--- src/rtl/int_fu_pkg.sv ---
// Shared types and constants for the integer add/sub functional-unit scheduler.
package int_fu_pkg;

  localparam int unsigned DATA_W = 16;

  localparam logic OP_ADD = 1'b0;
  localparam logic OP_SUB = 1'b1;

  typedef enum logic [1:0] {
    ST_IDLE = 2'd0,
    ST_EXEC = 2'd1,
    ST_WB   = 2'd2
  } fu_state_t;

  // Operands captured at grant time.
  typedef struct packed {
    logic              op;
    logic [DATA_W-1:0] a;
    logic [DATA_W-1:0] b;
  } fu_operands_t;

endpackage

--- src/rtl/int_fu_scheduler_if.sv ---
// Issue-request and writeback bundle between the scoreboard side and the FU scheduler.
interface int_fu_scheduler_if
  import int_fu_pkg::*;
#(
  parameter int unsigned NREQ = 4,
  parameter int unsigned TAGW = 4
);
  localparam int unsigned IDXW = (NREQ > 1) ? $clog2(NREQ) : 1;

  logic [NREQ-1:0]        req_valid;
  logic [NREQ-1:0]        req_ready;
  logic [NREQ-1:0]        req_op;
  logic [NREQ*DATA_W-1:0] req_a;
  logic [NREQ*DATA_W-1:0] req_b;
  logic [NREQ*TAGW-1:0]   req_dst;
  logic                   wb_valid;
  logic                   wb_ready;
  logic [DATA_W-1:0]      wb_data;
  logic                   wb_cout;
  logic [TAGW-1:0]        wb_dst;
  logic [IDXW-1:0]        wb_src;
  logic                   fu_busy;

  modport master (
    output req_valid, req_op, req_a, req_b, req_dst, wb_ready,
    input  req_ready, wb_valid, wb_data, wb_cout, wb_dst, wb_src, fu_busy
  );

  modport slave (
    input  req_valid, req_op, req_a, req_b, req_dst, wb_ready,
    output req_ready, wb_valid, wb_data, wb_cout, wb_dst, wb_src, fu_busy
  );

endinterface

--- src/rtl/int_addsub.sv ---
// Combinational 16-bit carry-lookahead adder/subtractor; SUB is a + ~b + 1 and
// cout reports the borrow (a < b unsigned) for SUB.
module int_addsub
  import int_fu_pkg::*;
(
  input  logic [DATA_W-1:0] a,
  input  logic [DATA_W-1:0] b,
  input  logic              op,
  output logic [DATA_W-1:0] data,
  output logic              cout
);

  localparam int unsigned GRP_W = 4;
  localparam int unsigned NGRP  = DATA_W / GRP_W;

  logic [DATA_W:0] sum;

  // Two-level lookahead: 4-bit group generate/propagate, carries resolved per group.
  function automatic logic [DATA_W:0] cla_add(input logic [DATA_W-1:0] x,
                                               input logic [DATA_W-1:0] y,
                                               input logic              cin);
    logic [DATA_W-1:0] g;
    logic [DATA_W-1:0] p;
    logic [DATA_W:0]   c;
    logic [NGRP-1:0]   gg;
    logic [NGRP-1:0]   gp;
    g    = x & y;
    p    = x ^ y;
    c    = '0;
    c[0] = cin;
    for (int unsigned j = 0; j < NGRP; j++) begin
      gg[j] = 1'b0;
      gp[j] = 1'b1;
      for (int unsigned i = 0; i < GRP_W; i++) begin
        gg[j] = g[j*GRP_W+i] | (p[j*GRP_W+i] & gg[j]);
        gp[j] = gp[j] & p[j*GRP_W+i];
      end
    end
    for (int unsigned j = 0; j < NGRP; j++) begin
      c[(j+1)*GRP_W] = gg[j] | (gp[j] & c[j*GRP_W]);
      for (int unsigned i = 1; i < GRP_W; i++) begin
        c[j*GRP_W+i] = g[j*GRP_W+i-1] | (p[j*GRP_W+i-1] & c[j*GRP_W+i-1]);
      end
    end
    return {c[DATA_W], p ^ c[DATA_W-1:0]};
  endfunction

  always_comb begin
    sum  = cla_add(a, (op == OP_SUB) ? ~b : b, op == OP_SUB);
    data = sum[DATA_W-1:0];
    cout = (op == OP_SUB) ? ~sum[DATA_W] : sum[DATA_W];
  end

endmodule

--- src/rtl/int_fu_scheduler.sv ---
// Round-robin scheduler sharing one add/sub unit among NREQ issue requesters,
// with a fixed LAT-cycle execute stage and a held writeback result.
module int_fu_scheduler
  import int_fu_pkg::*;
#(
  parameter int unsigned NREQ = 4,
  parameter int unsigned TAGW = 4,
  parameter int unsigned LAT  = 2
)(
  input logic               clk,
  input logic               rst,
  int_fu_scheduler_if.slave bus
);

  localparam int unsigned IDXW = (NREQ > 1) ? $clog2(NREQ) : 1;
  localparam int unsigned CNTW = (LAT > 1) ? $clog2(LAT) : 1;
  localparam logic [CNTW-1:0] CNT_INIT = CNTW'(LAT - 1);

  fu_state_t         state, state_next;
  logic [IDXW-1:0]   ptr, ptr_next;
  logic [CNTW-1:0]   cnt, cnt_next;
  fu_operands_t      opnd_q, opnd_next;
  logic [TAGW-1:0]   dst_q, dst_next;
  logic [IDXW-1:0]   src_q, src_next;

  logic              arb_any;
  logic [IDXW-1:0]   arb_idx;
  logic              grant;
  logic              sel_op;
  logic [DATA_W-1:0] sel_a, sel_b;
  logic [TAGW-1:0]   sel_dst;

  logic [DATA_W-1:0] alu_data;
  logic              alu_cout;

  logic              wb_valid_q, wb_valid_next;
  logic [DATA_W-1:0] wb_data_q, wb_data_next;
  logic              wb_cout_q, wb_cout_next;
  logic [TAGW-1:0]   wb_dst_q, wb_dst_next;
  logic [IDXW-1:0]   wb_src_q, wb_src_next;
  logic              fu_busy_q, fu_busy_next;

  // Search ptr+1, ptr+2, ... modulo NREQ for the first valid requester.
  always_comb begin : arb
    arb_any = 1'b0;
    arb_idx = '0;
    for (int unsigned k = 1; k <= NREQ; k++) begin
      int unsigned cand;
      cand = (32'(ptr) + k) % NREQ;
      if (!arb_any && bus.req_valid[IDXW'(cand)]) begin
        arb_any = 1'b1;
        arb_idx = IDXW'(cand);
      end
    end
  end

  always_comb begin : operand_mux
    sel_op  = OP_ADD;
    sel_a   = '0;
    sel_b   = '0;
    sel_dst = '0;
    for (int unsigned i = 0; i < NREQ; i++) begin
      if (32'(arb_idx) == i) begin
        sel_op  = bus.req_op[i];
        sel_a   = bus.req_a[i*DATA_W +: DATA_W];
        sel_b   = bus.req_b[i*DATA_W +: DATA_W];
        sel_dst = bus.req_dst[i*TAGW +: TAGW];
      end
    end
  end

  assign grant = (state == ST_IDLE) && arb_any;

  always_comb begin : ready_decode
    bus.req_ready = '0;
    if (grant) bus.req_ready[arb_idx] = 1'b1;
  end

  int_addsub u_addsub (
    .a    (opnd_q.a),
    .b    (opnd_q.b),
    .op   (opnd_q.op),
    .data (alu_data),
    .cout (alu_cout)
  );

  always_comb begin : fsm_next
    state_next   = state;
    ptr_next     = ptr;
    cnt_next     = cnt;
    opnd_next    = opnd_q;
    dst_next     = dst_q;
    src_next     = src_q;
    wb_data_next = wb_data_q;
    wb_cout_next = wb_cout_q;
    wb_dst_next  = wb_dst_q;
    wb_src_next  = wb_src_q;
    case (state)
      ST_IDLE: begin
        if (grant) begin
          ptr_next   = arb_idx;
          cnt_next   = CNT_INIT;
          opnd_next  = '{op: sel_op, a: sel_a, b: sel_b};
          dst_next   = sel_dst;
          src_next   = arb_idx;
          state_next = ST_EXEC;
        end
      end
      ST_EXEC: begin
        if (cnt != '0) begin
          cnt_next = cnt - CNTW'(1);
        end else begin
          wb_data_next = alu_data;
          wb_cout_next = alu_cout;
          wb_dst_next  = dst_q;
          wb_src_next  = src_q;
          state_next   = ST_WB;
        end
      end
      ST_WB: begin
        if (bus.wb_ready) state_next = ST_IDLE;
      end
      default: state_next = ST_IDLE;
    endcase
    wb_valid_next = (state_next == ST_WB);
    fu_busy_next  = (state_next != ST_IDLE);
  end

  always_ff @(posedge clk) begin : regs
    if (rst) begin
      state      <= ST_IDLE;
      ptr        <= IDXW'(NREQ - 1);
      cnt        <= '0;
      opnd_q     <= '0;
      dst_q      <= '0;
      src_q      <= '0;
      wb_valid_q <= 1'b0;
      wb_data_q  <= '0;
      wb_cout_q  <= 1'b0;
      wb_dst_q   <= '0;
      wb_src_q   <= '0;
      fu_busy_q  <= 1'b0;
    end else begin
      state      <= state_next;
      ptr        <= ptr_next;
      cnt        <= cnt_next;
      opnd_q     <= opnd_next;
      dst_q      <= dst_next;
      src_q      <= src_next;
      wb_valid_q <= wb_valid_next;
      wb_data_q  <= wb_data_next;
      wb_cout_q  <= wb_cout_next;
      wb_dst_q   <= wb_dst_next;
      wb_src_q   <= wb_src_next;
      fu_busy_q  <= fu_busy_next;
    end
  end

  assign bus.wb_valid = wb_valid_q;
  assign bus.wb_data  = wb_data_q;
  assign bus.wb_cout  = wb_cout_q;
  assign bus.wb_dst   = wb_dst_q;
  assign bus.wb_src   = wb_src_q;
  assign bus.fu_busy  = fu_busy_q;

endmodule

--- src/flat_wrapper.sv ---
// flat-port wrapper written by rule: the top's interface ports become plain ports
module int_fu_scheduler_flat import int_fu_pkg::*;
#(
  parameter int unsigned NREQ = 4,
  parameter int unsigned TAGW = 4,
  parameter int unsigned LAT  = 2
)
  (clk, rst, bus_req_valid, bus_req_op, bus_req_a, bus_req_b, bus_req_dst, bus_wb_ready, bus_req_ready, bus_wb_valid, bus_wb_data, bus_wb_cout, bus_wb_dst, bus_wb_src, bus_fu_busy);
  int_fu_scheduler_if #(.NREQ(NREQ), .TAGW(TAGW)) bus_i ();
  input logic clk;
  input logic rst;
  input wire logic [$bits(bus_i.req_valid)-1:0] bus_req_valid;
  input wire logic [$bits(bus_i.req_op)-1:0] bus_req_op;
  input wire logic [$bits(bus_i.req_a)-1:0] bus_req_a;
  input wire logic [$bits(bus_i.req_b)-1:0] bus_req_b;
  input wire logic [$bits(bus_i.req_dst)-1:0] bus_req_dst;
  input wire logic [$bits(bus_i.wb_ready)-1:0] bus_wb_ready;
  output wire logic [$bits(bus_i.req_ready)-1:0] bus_req_ready;
  output wire logic [$bits(bus_i.wb_valid)-1:0] bus_wb_valid;
  output wire logic [$bits(bus_i.wb_data)-1:0] bus_wb_data;
  output wire logic [$bits(bus_i.wb_cout)-1:0] bus_wb_cout;
  output wire logic [$bits(bus_i.wb_dst)-1:0] bus_wb_dst;
  output wire logic [$bits(bus_i.wb_src)-1:0] bus_wb_src;
  output wire logic [$bits(bus_i.fu_busy)-1:0] bus_fu_busy;
  assign bus_i.req_valid = bus_req_valid;
  assign bus_i.req_op = bus_req_op;
  assign bus_i.req_a = bus_req_a;
  assign bus_i.req_b = bus_req_b;
  assign bus_i.req_dst = bus_req_dst;
  assign bus_i.wb_ready = bus_wb_ready;
  assign bus_req_ready = bus_i.req_ready;
  assign bus_wb_valid = bus_i.wb_valid;
  assign bus_wb_data = bus_i.wb_data;
  assign bus_wb_cout = bus_i.wb_cout;
  assign bus_wb_dst = bus_i.wb_dst;
  assign bus_wb_src = bus_i.wb_src;
  assign bus_fu_busy = bus_i.fu_busy;
  int_fu_scheduler #(.NREQ(NREQ), .TAGW(TAGW), .LAT(LAT)) u_core (.clk(clk), .rst(rst), .bus(bus_i));
endmodule
--- config.mk ---
export PLATFORM = sky130hd
export DESIGN_NAME = int_fu_scheduler_flat
export DESIGN_NICKNAME = d
export VERILOG_FILES = /design/src/rtl/int_fu_pkg.sv /design/src/rtl/int_fu_scheduler_if.sv /design/src/rtl/int_addsub.sv /design/src/rtl/int_fu_scheduler.sv /design/src/flat_wrapper.sv
export SDC_FILE = /design/constraint.sdc
export NUM_CORES = 1
export LEC_CHECK = 0
export CORE_ASPECT_RATIO = 0.6
export CORE_MARGIN = 2
export CORE_UTILIZATION = 48
export DETAILED_ROUTE_END_ITERATION = 16
export PLACE_DENSITY = 0.87
export SLEW_MARGIN = 40
export SYNTH_ARGS = -nofsm -noshare
export SYNTH_HDL_FRONTEND = slang
export SYNTH_SLANG_ARGS = --single-unit
--- constraint.sdc ---
create_clock -name clk -period 5.4 [get_ports clk]
set_input_delay 1.08 -clock clk [delete_from_list [all_inputs] [get_ports clk]]
set_output_delay 1.08 -clock clk [all_outputs]
set_load 0.05 [all_outputs]
After elaboration in Yosys (flattened, before gate mapping)
Index checks and enable logic that the tools add are counted.

cells by class
  bitwise operators = 74
  reduce and logical (&&, ||, !) cells = 15
  add/subtract/negate cells = 5
  order comparisons = 6
  equal/unequal tests = 7
  muxes and demuxes = 44

operators with widths
  cell                   count
  $mux W16               9
  $and A1 B1 Y1          40
  $xor A16 B16 Y16       2
  $or A1 B1 Y1           28
  $mux W4                5
  $and A16 B16 Y16       1
  $mux W1                16
  $not A16 Y16           1
  $lt A2 B3 Y1 const B   5
  $mux W2                7
  $bmux W1 S2            4
  $eq A2 B2 Y1 const B   4
  $pmux W2 S3            1
  $reduce_and A2 Y1      3
  $logic_and A1 B1 Y1    5
  $add A2 B1 Y2 const B  2
  $add A2 B2 Y2 const B  2
  $eq A2 B1 Y1 const B   2
  $logic_not A2 Y1       2
  $reduce_bool A2 Y1     2
  $logic_not A1 Y1       3
  $demux W1 S2           1
  $ge A2 B1 Y1 const B   1
  $ne A2 B1 Y1 const B   1
  3 further kinds        4

storage, ports and cells
  output and inout port bits = 29
  logic and storage cells = 165
  flip-flop bits (word level) = 69
  bits of input ports = 155

Logic depth before layout (Yosys ltp)
Gate-level depths: netlist of run 1.

  word-level depth = 21
  gate-level depth with buffers = 15
  mapped depth without buffers = 14

By module
A second synthesis of run 1 with hierarchy kept.

second synthesis, totals
  cells, all modules = 564
  area total of the unflattened synthesis = 4859.7 um^2

modules (own cells, without submodules)
  module            cells an instance  area an instance (um^2)  seq. area each (um^2)  instances
  int_fu_scheduler  453                3911.3                   1381.3                 1
  int_addsub        111                948.4                    0.0                    1

Least setup slack after synthesis of run 1
No wires, ideal clock.

  kind = input to output
  start point = in bus_req_valid[3]
  end point = out bus_req_ready[0]
  arrival time = 2994 ps
  setup slack = 1326 ps
  required time = 4320 ps
  path buffers = 3
  cell stages on the path = 7
  path through = buf_4 > nor2b_1 > o21ai_1 > nand3_2 > buf_6 > buf_4 > nor3_1

between the ends
  word-level cells in the longest chain between the ends = 17
  elaborated cells between the ends (all ways) = 29
  those cells by class = order compare: 2; mux: 19; reduce/logical: 8

ends and longest elaborated chain
  what                                                                line                    source
  start, declared                                                     flat_wrapper.sv:12      input wire logic [$bits(bus_i.req_valid)-1:0] bus_req_valid;
  $bmux W1 S2                                                         int_fu_scheduler.sv:50  if (!arb_any && bus.req_valid[IDXW'(cand)]) begin
  $mux W1 (implied by the code)                                       int_fu_scheduler.sv:50
  $mux W1                                                             int_fu_scheduler.sv:50
  $logic_not A1 Y1                                                    int_fu_scheduler.sv:50
  $logic_and A1 B1 Y1                                                 int_fu_scheduler.sv:50
  $mux W1                                                             int_fu_scheduler.sv:50
  $logic_not A1 Y1                                                    int_fu_scheduler.sv:50
  $logic_and A1 B1 Y1                                                 int_fu_scheduler.sv:50
  $mux W1                                                             int_fu_scheduler.sv:50
  $logic_not A1 Y1                                                    int_fu_scheduler.sv:50
  $logic_and A1 B1 Y1                                                 int_fu_scheduler.sv:50
  $mux W2                                                             int_fu_scheduler.sv:50
  $lt A2 B3 Y1 (implied by the code) or $ge A2 B1 Y1 (tied branches)  int_fu_scheduler.sv:76  if (grant) bus.req_ready[arb_idx] = 1'b1;
  $logic_and A1 B1 Y1 (implied by the code)                           int_fu_scheduler.sv:76
  $mux W1 (implied by the code)                                       int_fu_scheduler.sv:76
  $demux W1 S2                                                        --
  $mux W4 *                                                           int_fu_scheduler.sv:76
  end, declared                                                       flat_wrapper.sv:18      output wire logic [$bits(bus_i.req_ready)-1:0] bus_req_ready;

Every way passes the cells marked *; elsewhere a longest branch is shown, timed or not. The select of a mux whose other input is x is not followed.

Worst setup path in the final report of run 1
Ends and elaborated chain as after synthesis.

==> out/metrics.cfg, run 1 <==
[setup_path]
critical_path.cell_chain = clkdlybuf4s50_1 > nor4_1 > nor2_1 > nand2_2 > nor3_1 > clkdlybuf4s50_1
required_ns = 4.32
r2r_cells = 15
crit_end = bus_req_ready[0]
worstPathArrival_ns = 3.69
cp_common_cell = clkdlybuf4s50_1
critPathKind = primary input to primary output
start_kind = primary input
ff2ff_setup_slack_ns = 1.40
reg2reg_from = u_core.opnd_q[32]
critPathLaunch = bus_req_valid[3]
cpPeakStageDelay_ns = 0.72
cp_slowest_cell = clkdlybuf4s50_1
end_kind = primary output
critPathMaxFanout = 15
r2r_end = u_core.bus.wb_data[15]

[detailed_routing]
drt_first_pass_iters = 4
route.detailed.drc = 0
post_drt_wl_per_cell_um = 18.52
viasPerCell = 5.689
via_count = 4699
detail-route-antenna-nets = 0
drtIter0Drc = 331
wirelength_um = 15300

[sta]
fin_skew_ns = 0.008155
final_max_slew_viol_count = 0
setup_ws_ns = 0.6331
hold_viol_final = 0
worstMarginPinSlew_ns = 0.7991
setup_viol = 0
relSlewSlack_pct = 46.40
period_needed_ns = 4.767
fin_crit_sh_pct = 88.28
max_freq_mhz = 209.8
rsz0062_at_grt = no
finalSetupTns_ns = 0

[flow_run]
cap_violations = 0

[power_and_ir_drop]
power_per_cell_area_nw_per_um2 = 378.9
vdd_drop_max_v = 0.0001748
total_leakage_power_nw = 2.651

[placed_design]
gp_congestion = 0.8515
pre_cts_ws_ns = 0.6446
hpwl_um = 11840
placed_area_sq_um = 6506
io_buffers = 183

[synthesis]
ys_types = 54
synth_ff_type = dfxtp_1
async_flop_share_pct = 0
ys_seq_area_share_pct = 29.42
synth_cells = 531
postSynthAreaPerCell_sq_um = 8.841
synthTopCellsByCount = 84 x nand2_1, 69 x dfxtp_1, 51 x a21oi_1, 35 x a221oi_2, 32 x o21ai_0
ys_top_cells_by_area = dfxtp_1 29%, a221oi_2 11%, nand2_1 6.7%
syn_area_sq_um = 4695
synth_edf_count = 0
synth_nets = 713
yosys_warnings = 0
synth_area_leader_cell = dfxtp_1
yosysMostFrequentCell = nand2_1
synth_top_cell_area_share_pct = 29.42
yosys_register_bits = 69

[cts]
cts_resized = 0
cts_tree = yes
clk_pin_slew_worst_paths_ns = 0.06
ctsRootBufferMaster = clkbuf_16
cts.sinks = 69
cts_buffers = 9
insertion_delay_ns = 0.34
clockBufferDepth = 2
cts_max_level = 3
cts_setup_buffers = 0
postCtsHoldBufs = 0

[die]
die_w_um = 131.7
die_h_um = 80.61
io_pins = 184
coreArea_sq_um = 9324
num_rows = 27
initial_core_util_pct = 50.35
dieArea_sq_um = 10610

[grt]
grt_antenna_before_repair = 0
track_usage_pct = 29.20
grt_pass1_wl_um = 23990
grt_start_max_net_pins = 41
first_global_vias = 4796
grt_overflow = 0

[min_path]
hp-class = register to register

[final_layout]
postLayoutCellArea_sq_um = 6804
syn2layout_area_growth_pct = 44.94
fillers = 711
antenna_cells = 0
finalNetCount = 873
drive_gt1_share_pct = 13.79

[outcome]
status = finished clean

per-stage QoR:
step,hold slack [ns],instances,power [W],utilization (%)
finish,0.4535,826,0.002578,72.97
CTS,0.4526,826,0.002568,72.97
floorplan,0.4287,531,0.001577,-
global route,0.4728,826,0.002717,72.97
detailed placement,0.4450,810,0.001968,69.78
global placement,0.4402,808,0.001899,69.53
power breakdown:
| group | internal (W) | switching, W | total, W |
|---|---|---|---|
| combinational | 0.000543 | 0.000738 | 0.00128 |
| sequential | 0.000607 | 0.0000958 | 0.000703 |
| clock | 0.000359 | 0.000235 | 0.000594 |
| total | 0.00151 | 0.00107 | 0.00258 |
cells by family after synthesis:
family	after synthesis	synth area share, %
compound gates	161	27.72
xor+xnor	24	4.478
fa+ha+maj	27	8.955
buf+inv	70	7.889
flops	69	29.42
mux	30	7.169
simple gates	150	14.37
layout make-up:
class | count | area (sq um) | share of cell area (%)
inverters | 27 | 101.3 | 1.490
repair buffers | 192 | 1902 | 27.95
clock buffers | 9 | 225.2 | 3.310
multi-input cells | 392 | 2959 | 43.49
flip-flops and latches | 69 | 1381 | 20.30
well taps | 130 | 162.7 | 2.391
clock inverters | 7 | 72.57 | 1.067
how the worst min path moves through the flow:
stage | end | from | cells past startpoint | slack (ns)
floorplan | u_core.bus.wb_dst[0] | u_core.dst_q[0] | 2 | 0.43
global placement | u_core.bus.wb_data[3] | u_core.bus.wb_data[3] | 2 | 0.44
detailed placement | u_core.bus.wb_data[7] | u_core.bus.wb_data[7] | 2 | 0.44
CTS | u_core.bus.wb_data[7] | u_core.bus.wb_data[7] | 2 | 0.45
global route | u_core.bus.wb_data[7] | u_core.bus.wb_data[7] | 2 | 0.47
finish | u_core.bus.wb_data[7] | u_core.bus.wb_data[7] | 2 | 0.45
critical path: cells and delay by family:
kind / cells / cell delay [ns]
simple gates: 4 / 1.30
buf+inv: 2 / 1.30
layout by cell type (no fill, tap or decap), types with 4 or more instances in the layout:
cell type,netlist,layout
a211oi_1,14,14
a21oi_1,51,51
a221oi_2,35,35
and3_1,6,6
buf_4,6,7
clkbuf_16,0,9
clkdlybuf4s50_1,0,182
dfxtp_1,69,69
fa_1,11,11
ha_1,16,16
inv_1,27,26
mux2_1,16,16
mux2_2,13,13
nand2_1,84,83
nand3_1,8,8
nand3_2,4,4
nor2_1,26,26
nor3_1,5,4
o21ai_0,32,32
xnor2_1,5,5
xor2_1,19,19
flip-flops by register name (all words and copies together) (netlist names), 2 cells and up:
register            count
u_core.opnd_q          33
u_core.bus.wb_data     16
u_core.bus.wb_dst       4
u_core.dst_q            4
u_core.bus.wb_src       2
u_core.ptr              2
u_core.src_q            2
u_core.state            2
metal layers:
layer | track usage, % | share of wire [%] | routed length [um]
met5 | 0 | 0 | 0
met4 | 7.391 | 1.5 | 223
met3 | 8.081 | 8.3 | 1276
met2 | 50.31 | 47 | 7173
met1 | 36.51 | 43 | 6626
No activity file was read; power rests on OpenSTA's default activity.
==> run 2, diff against run 1 <==
CORE_UTILIZATION = 25   (was 48)
PLACE_DENSITY = not set   (was 0.87)
REMOVE_ABC_BUFFERS = 1   (was not set)
==> out/metrics.cfg, run 2 (synthesis gave the netlist of run 1 again) <==
[outcome]
status = finished clean

[cts]
ctsRootBufferMaster = clkbuf_16
cts_buffers = 9  ; unchanged
clk_pin_slew_worst_paths_ns = 0.05  ; about the same
cts_tree = yes
clockBufferDepth = 2  ; unchanged
cts.sinks = 69  ; unchanged
postCtsHoldBufs = 0  ; unchanged
insertion_delay_ns = 0.33  ; about the same
cts_resized = 0  ; unchanged
cts_setup_buffers = 0  ; unchanged
cts_max_level = 3  ; unchanged

[final_layout]
multiInputGateArea_sq_um = 2969  ; +0.34%
layout_common_cells = 180 x clkdlybuf4s50_1, 83 x nand2_1, 69 x dfxtp_1
drive_gt1_share_pct = 14.18  ; +0.39 points
antenna_cells = 0  ; unchanged
syn2layout_area_growth_pct = 48.32
largest_reg_flops = 33  ; unchanged
regMostFlops = u_core.opnd_q
fillers = 1888  ; +170%
finalNetCount = 875  ; +0.23%
finalNonFillerCells = 938  ; +14%
final_util_pct = 38.24  ; -35 points
layout_commonest_cell = clkdlybuf4s50_1
seq_area_sq_um = 1381  ; unchanged

[die]
die_w_um = 180.9  ; +37%
dieArea_sq_um = 19930  ; +88%
coreArea_sq_um = 18210  ; +95%
initial_core_util_pct = 25.78  ; -25 points
num_rows = 38  ; +41%
io_pins = 184  ; unchanged
die_h_um = 110.1  ; +37%

[setup_path]
r2r_cells = 15  ; unchanged
r2r_end = u_core.bus.wb_data[15]
cp_common_cell = clkdlybuf4s50_1
cpPeakStageDelay_ns = 0.81  ; +0.09 ns
reg2reg_from = u_core.opnd_q[32]
end_kind = primary output
required_ns = 4.32  ; about the same
worstPathArrival_ns = 3.66  ; -0.03 ns
start_kind = primary input
cp_slowest_cell = clkdlybuf4s50_1
critPathKind = primary input to primary output
ff2ff_setup_slack_ns = 1.48  ; +0.08 ns
critPathMaxFanout = 10  ; -5
critical_path.cell_chain = clkdlybuf4s50_1 > o21ai_0 > o221a_2 > nand2_1 > nor2_1 > clkdlybuf4s50_1

[sta]
max_freq_mhz = 211.0  ; +0.56%
final_max_slew_viol_count = 0  ; unchanged
setup_ws_ns = 0.6598  ; +0.02667 ns
worstMarginPinSlew_ns = 0.7670  ; -0.03206 ns
setup_viol = 0  ; unchanged
fin_crit_sh_pct = 87.78  ; -0.49 points
relSlewSlack_pct = 48.87  ; +2.5 points
hold_ws_ns = 0.4509  ; -0.002597 ns
finalSetupTns_ns = 0  ; unchanged
hold_viol_final = 0  ; unchanged
fin_skew_ns = 0.007040  ; -0.001116 ns
period_needed_ns = 4.740  ; -0.02667 ns
rsz0062_at_grt = no

[power_and_ir_drop]
vdd_drop_max_v = 0.0001831  ; +4.8%
power_per_cell_area_nw_per_um2 = 363.0  ; -4.2%
total_leakage_power_nw = 2.670  ; +0.71%

[min_path]
hp-class = register to register
hold_depth = 2  ; unchanged
worstHoldStart = u_core.dst_q[0]
min_to = u_core.bus.wb_dst[0]

[grt]
grtUsageMet1_pct = 22.34  ; -14 points
grt.busiest_layer = met2
track_usage_pct = 15.86  ; -13 points
use_met3_pct = 5.059  ; -3.0 points
grt_overflow = 0  ; unchanged
first_global_vias = 4462  ; -7.0%
met2_usage_pct = 24.06  ; -26 points
grt_start_max_net_pins = 47  ; +15%
grt_pass1_wl_um = 24520  ; +2.2%
grt_antenna_before_repair = 1  ; +1

[placed_design]
dp_cells = 922  ; +14%
hpwl_um = 11500  ; -2.8%
io_buffers = 183  ; unchanged
pre_cts_ws_ns = 0.6775  ; +0.03291 ns
gp_congestion = 0.8189  ; -3.8%

[detailed_routing]
detail-route-antenna-nets = 0  ; unchanged
viasPerCell = 4.686  ; -18%
via_count = 4395  ; -6.5%
wirelength_um = 15730  ; +2.8%
route.detailed.drc = 0  ; unchanged
drtIter0Drc = 193  ; -42%
post_drt_wl_per_cell_um = 16.76  ; -9.5%
drt_first_pass_iters = 6  ; +2

[flow_run]
cap_violations = 0  ; unchanged

## run 2: where the power goes
part / switching (W) / internal (W)
combinational: 0.000714 / 0.000536
sequential: 0.0000801 / 0.000607
clock: 0.000221 / 0.000369
total: 0.00102 / 0.00151
## run 2: metal layers
metal  routed length (um)  vias to the layer above
li1                     -                     2222
met2                 6367                      137
met1                 8106                     2020
met3                 1125                       14
met5                   13                        -
met4                  112                        2
## run 2: how the worst max path moves through the flow
stage	start	endpoint	slack, ns	depth (start not counted)
floorplan	bus_req_valid[2]	bus_req_ready[0]	0.66	4
global placement	bus_req_valid[3]	bus_req_ready[3]	0.71	6
detailed placement	bus_req_valid[3]	bus_req_ready[3]	0.68	6
CTS	bus_req_valid[3]	bus_req_ready[3]	0.66	6
global route	bus_req_valid[3]	bus_req_ready[3]	0.54	6
finish	bus_req_valid[1]	bus_req_ready[3]	0.66	6
## run 2: final cells by class
class | instances | share of cell area [%]
Clock buffer | 12 | 3.540
Clock inverter | 4 | 0.6828
Inverter | 27 | 1.456
Multi-Input combinational cell | 392 | 42.64
Sequential cell | 69 | 19.84
Tap cell | 240 | 4.313
Timing Repair Buffer | 194 | 27.53
## run 2: critical path, delay by kind of cell
kind,cells,cell delay (ns)
AO/OA/AOI/OAI,2,0.92
buffers and inverters,2,1.35
AND/OR/NAND/NOR,2,0.30
## run 2: per-stage QoR
step           cell area (sq um)  power [W]
3_5_place_dp                6669   0.001963
3_3_place_gp                6669   0.001953
2_1_floorplan               4425   0.001512
5_1_grt                     6963   0.002726
6_report                    6963   0.002528
4_1_cts                     6963   0.002573
==> run 3, diff against run 2 <==
CORE_ASPECT_RATIO = 1.25   (was 0.6)
==> out/metrics.cfg, run 3 (synthesis gave the netlist of run 1 again) <==
[flow_run]
cap_violations = 0  ; unchanged

[cts]
cts_tree = yes
cts_max_level = 3  ; unchanged
clockBufferDepth = 2  ; unchanged
ctsRootBufferMaster = clkbuf_16
postCtsHoldBufs = 0  ; unchanged
cts_setup_buffers = 0  ; unchanged
cts_buffers = 9  ; unchanged
cts_resized = 0  ; unchanged
clk_pin_slew_worst_paths_ns = 0.05  ; about the same
insertion_delay_ns = 0.33  ; about the same
cts.sinks = 69  ; unchanged

[final_layout]
regMostFlops = u_core.opnd_q
syn2layout_area_growth_pct = 48.13
layout_common_cells = 180 x clkdlybuf4s50_1, 83 x nand2_1, 68 x dfxtp_1
layout_commonest_cell = clkdlybuf4s50_1
drive_gt1_share_pct = 14.33  ; +0.14 points
largest_reg_flops = 33  ; unchanged
postLayoutCellArea_sq_um = 6954  ; -0.13%
antenna_cells = 0  ; unchanged
finalNetCount = 875  ; unchanged

[sta]
finalSetupTns_ns = 0  ; unchanged
fin_skew_ns = 0.008759  ; +0.001719 ns
setup_viol = 0  ; unchanged
hold_ws_ns = 0.4457  ; -0.005204 ns
rsz0062_at_grt = no
period_needed_ns = 4.699  ; -0.04097 ns
hold_viol_final = 0  ; unchanged
relSlewSlack_pct = 47.08  ; -1.8 points
final_max_slew_viol_count = 0  ; unchanged
setup_ws_ns = 0.7008  ; +0.04097 ns
worstMarginPinSlew_ns = 0.7938  ; +0.02680 ns
max_freq_mhz = 212.8  ; +0.87%
fin_crit_sh_pct = 87.02  ; -0.76 points

[die]
dieArea_sq_um = 19900  ; -0.15%
initial_core_util_pct = 25.28  ; -0.50 points
die_w_um = 126.6  ; -30%
num_rows = 56  ; +47%
coreArea_sq_um = 18570  ; +2.0%
die_h_um = 157.2  ; +43%
io_pins = 184  ; unchanged

[setup_path]
cpPeakStageDelay_ns = 0.81  ; about the same
worst-path-buf-inv = 2  ; unchanged
cp_top_family = buffers and inverters
critical_path.cell_chain = clkdlybuf4s50_1 > nor2b_1 > o21ai_1 > and3_1 > nor2_1 > clkdlybuf4s50_1
required_ns = 4.32  ; about the same
end_kind = primary output
critPathKind = primary input to primary output
cp_common_cell = clkdlybuf4s50_1
start_kind = primary input
cp_slowest_cell = clkdlybuf4s50_1
critPathMaxFanout = 17  ; +7
worstPathArrival_ns = 3.62  ; -0.04 ns

[grt]
grt_start_max_net_pins = 48  ; +2.1%
track_usage_pct = 14.45  ; -1.4 points
grt_pass1_wl_um = 22600  ; -7.8%
first_global_vias = 4372  ; -2.0%
grt_overflow = 0  ; unchanged
grt_antenna_before_repair = 0  ; -1

[detailed_routing]
via_count = 4421  ; +0.59%
detail-route-antenna-nets = 0  ; unchanged
route.detailed.drc = 0  ; unchanged
viasPerCell = 4.754  ; +1.5%
drtIter0Drc = 163  ; -16%
drt_first_pass_iters = 4  ; -2
wirelength_um = 14800  ; -5.9%
post_drt_wl_per_cell_um = 15.91  ; -5.1%

[placed_design]
io_buffers = 183  ; unchanged
placed_area_sq_um = 6660  ; -0.13%
gp_congestion = 0.7516  ; -8.2%
pre_cts_ws_ns = 0.7171  ; +0.03963 ns
hpwl_um = 10910  ; -5.2%

[outcome]
status = finished clean

[power_and_ir_drop]
vdd_drop_max_v = 0.0002118  ; +16%
power_per_cell_area_nw_per_um2 = 361.8  ; -0.35%
total_leakage_power_nw = 2.670  ; about the same

[min_path]
hp-class = register to register

==> run 3: cell counts in the layout (fill, tap and decap cells not counted) <==
No cell type changed its count.
==> run 3: worst reg2reg max path: cells and delay by family, from the launching register on <==
family,cells,cell delay [ns]
DFF,1,0.63
AOI/OAI and AO/OA,5,0.93
and+or+nand+nor,3,0.21
adders and majority gates,4,1.68
xor gates and xnor gates,2,0.28
==> run 3: worst paths after layout <==
kind,startpoint,to,slack (ns),cells past startpoint
hold reg to reg,u_core.dst_q[1],u_core.bus.wb_dst[1],0.45,2
setup reg to reg,u_core.opnd_q[32],u_core.bus.wb_data[15],1.61,14
hold / removal,u_core.dst_q[1],u_core.bus.wb_dst[1],0.45,2
setup / recovery,bus_req_valid[3],bus_req_ready[3],0.70,6
==> run 3: where the power goes <==
group          internal, W  switching [W]  total (W)
clock             0.000369       0.000219   0.000588
sequential        0.000608      0.0000854   0.000693
combinational     0.000538       0.000697    0.00123
==> run 3: routing by layer <==
metal  vias to the layer above  share of wire (%)  wire length, um  GRT usage [%]
met1                      2053                 43             6349          17.37
met3                        12                5.5              807          2.991
met4                         0                1.3              189          3.977
met5                         -                  0                0              0
met2                       121                 50             7451          26.00
li1                       2235                  -                -              -
==> run 3: area by class of cell <==
class                      count  area [sq um]
tap                          232         290.3
clock inverter                 4         47.55
fill                        1943         11610
timing repair buffer         194          1917
inverter                      27         101.3
sequential                    69          1383
multi-input combinational    392          2969
clock buffer                  12         246.5
==> run 3: metrics by stage <==
step                      power (W)  std cells  utilization [%]
after detailed placement   0.001957        914            35.87
final                      0.002516        930            37.45
after global routing       0.002709        930            37.45
after floorplan            0.001512        488                -
after global placement     0.001940        914            35.86
after CTS                  0.002563        930            37.45
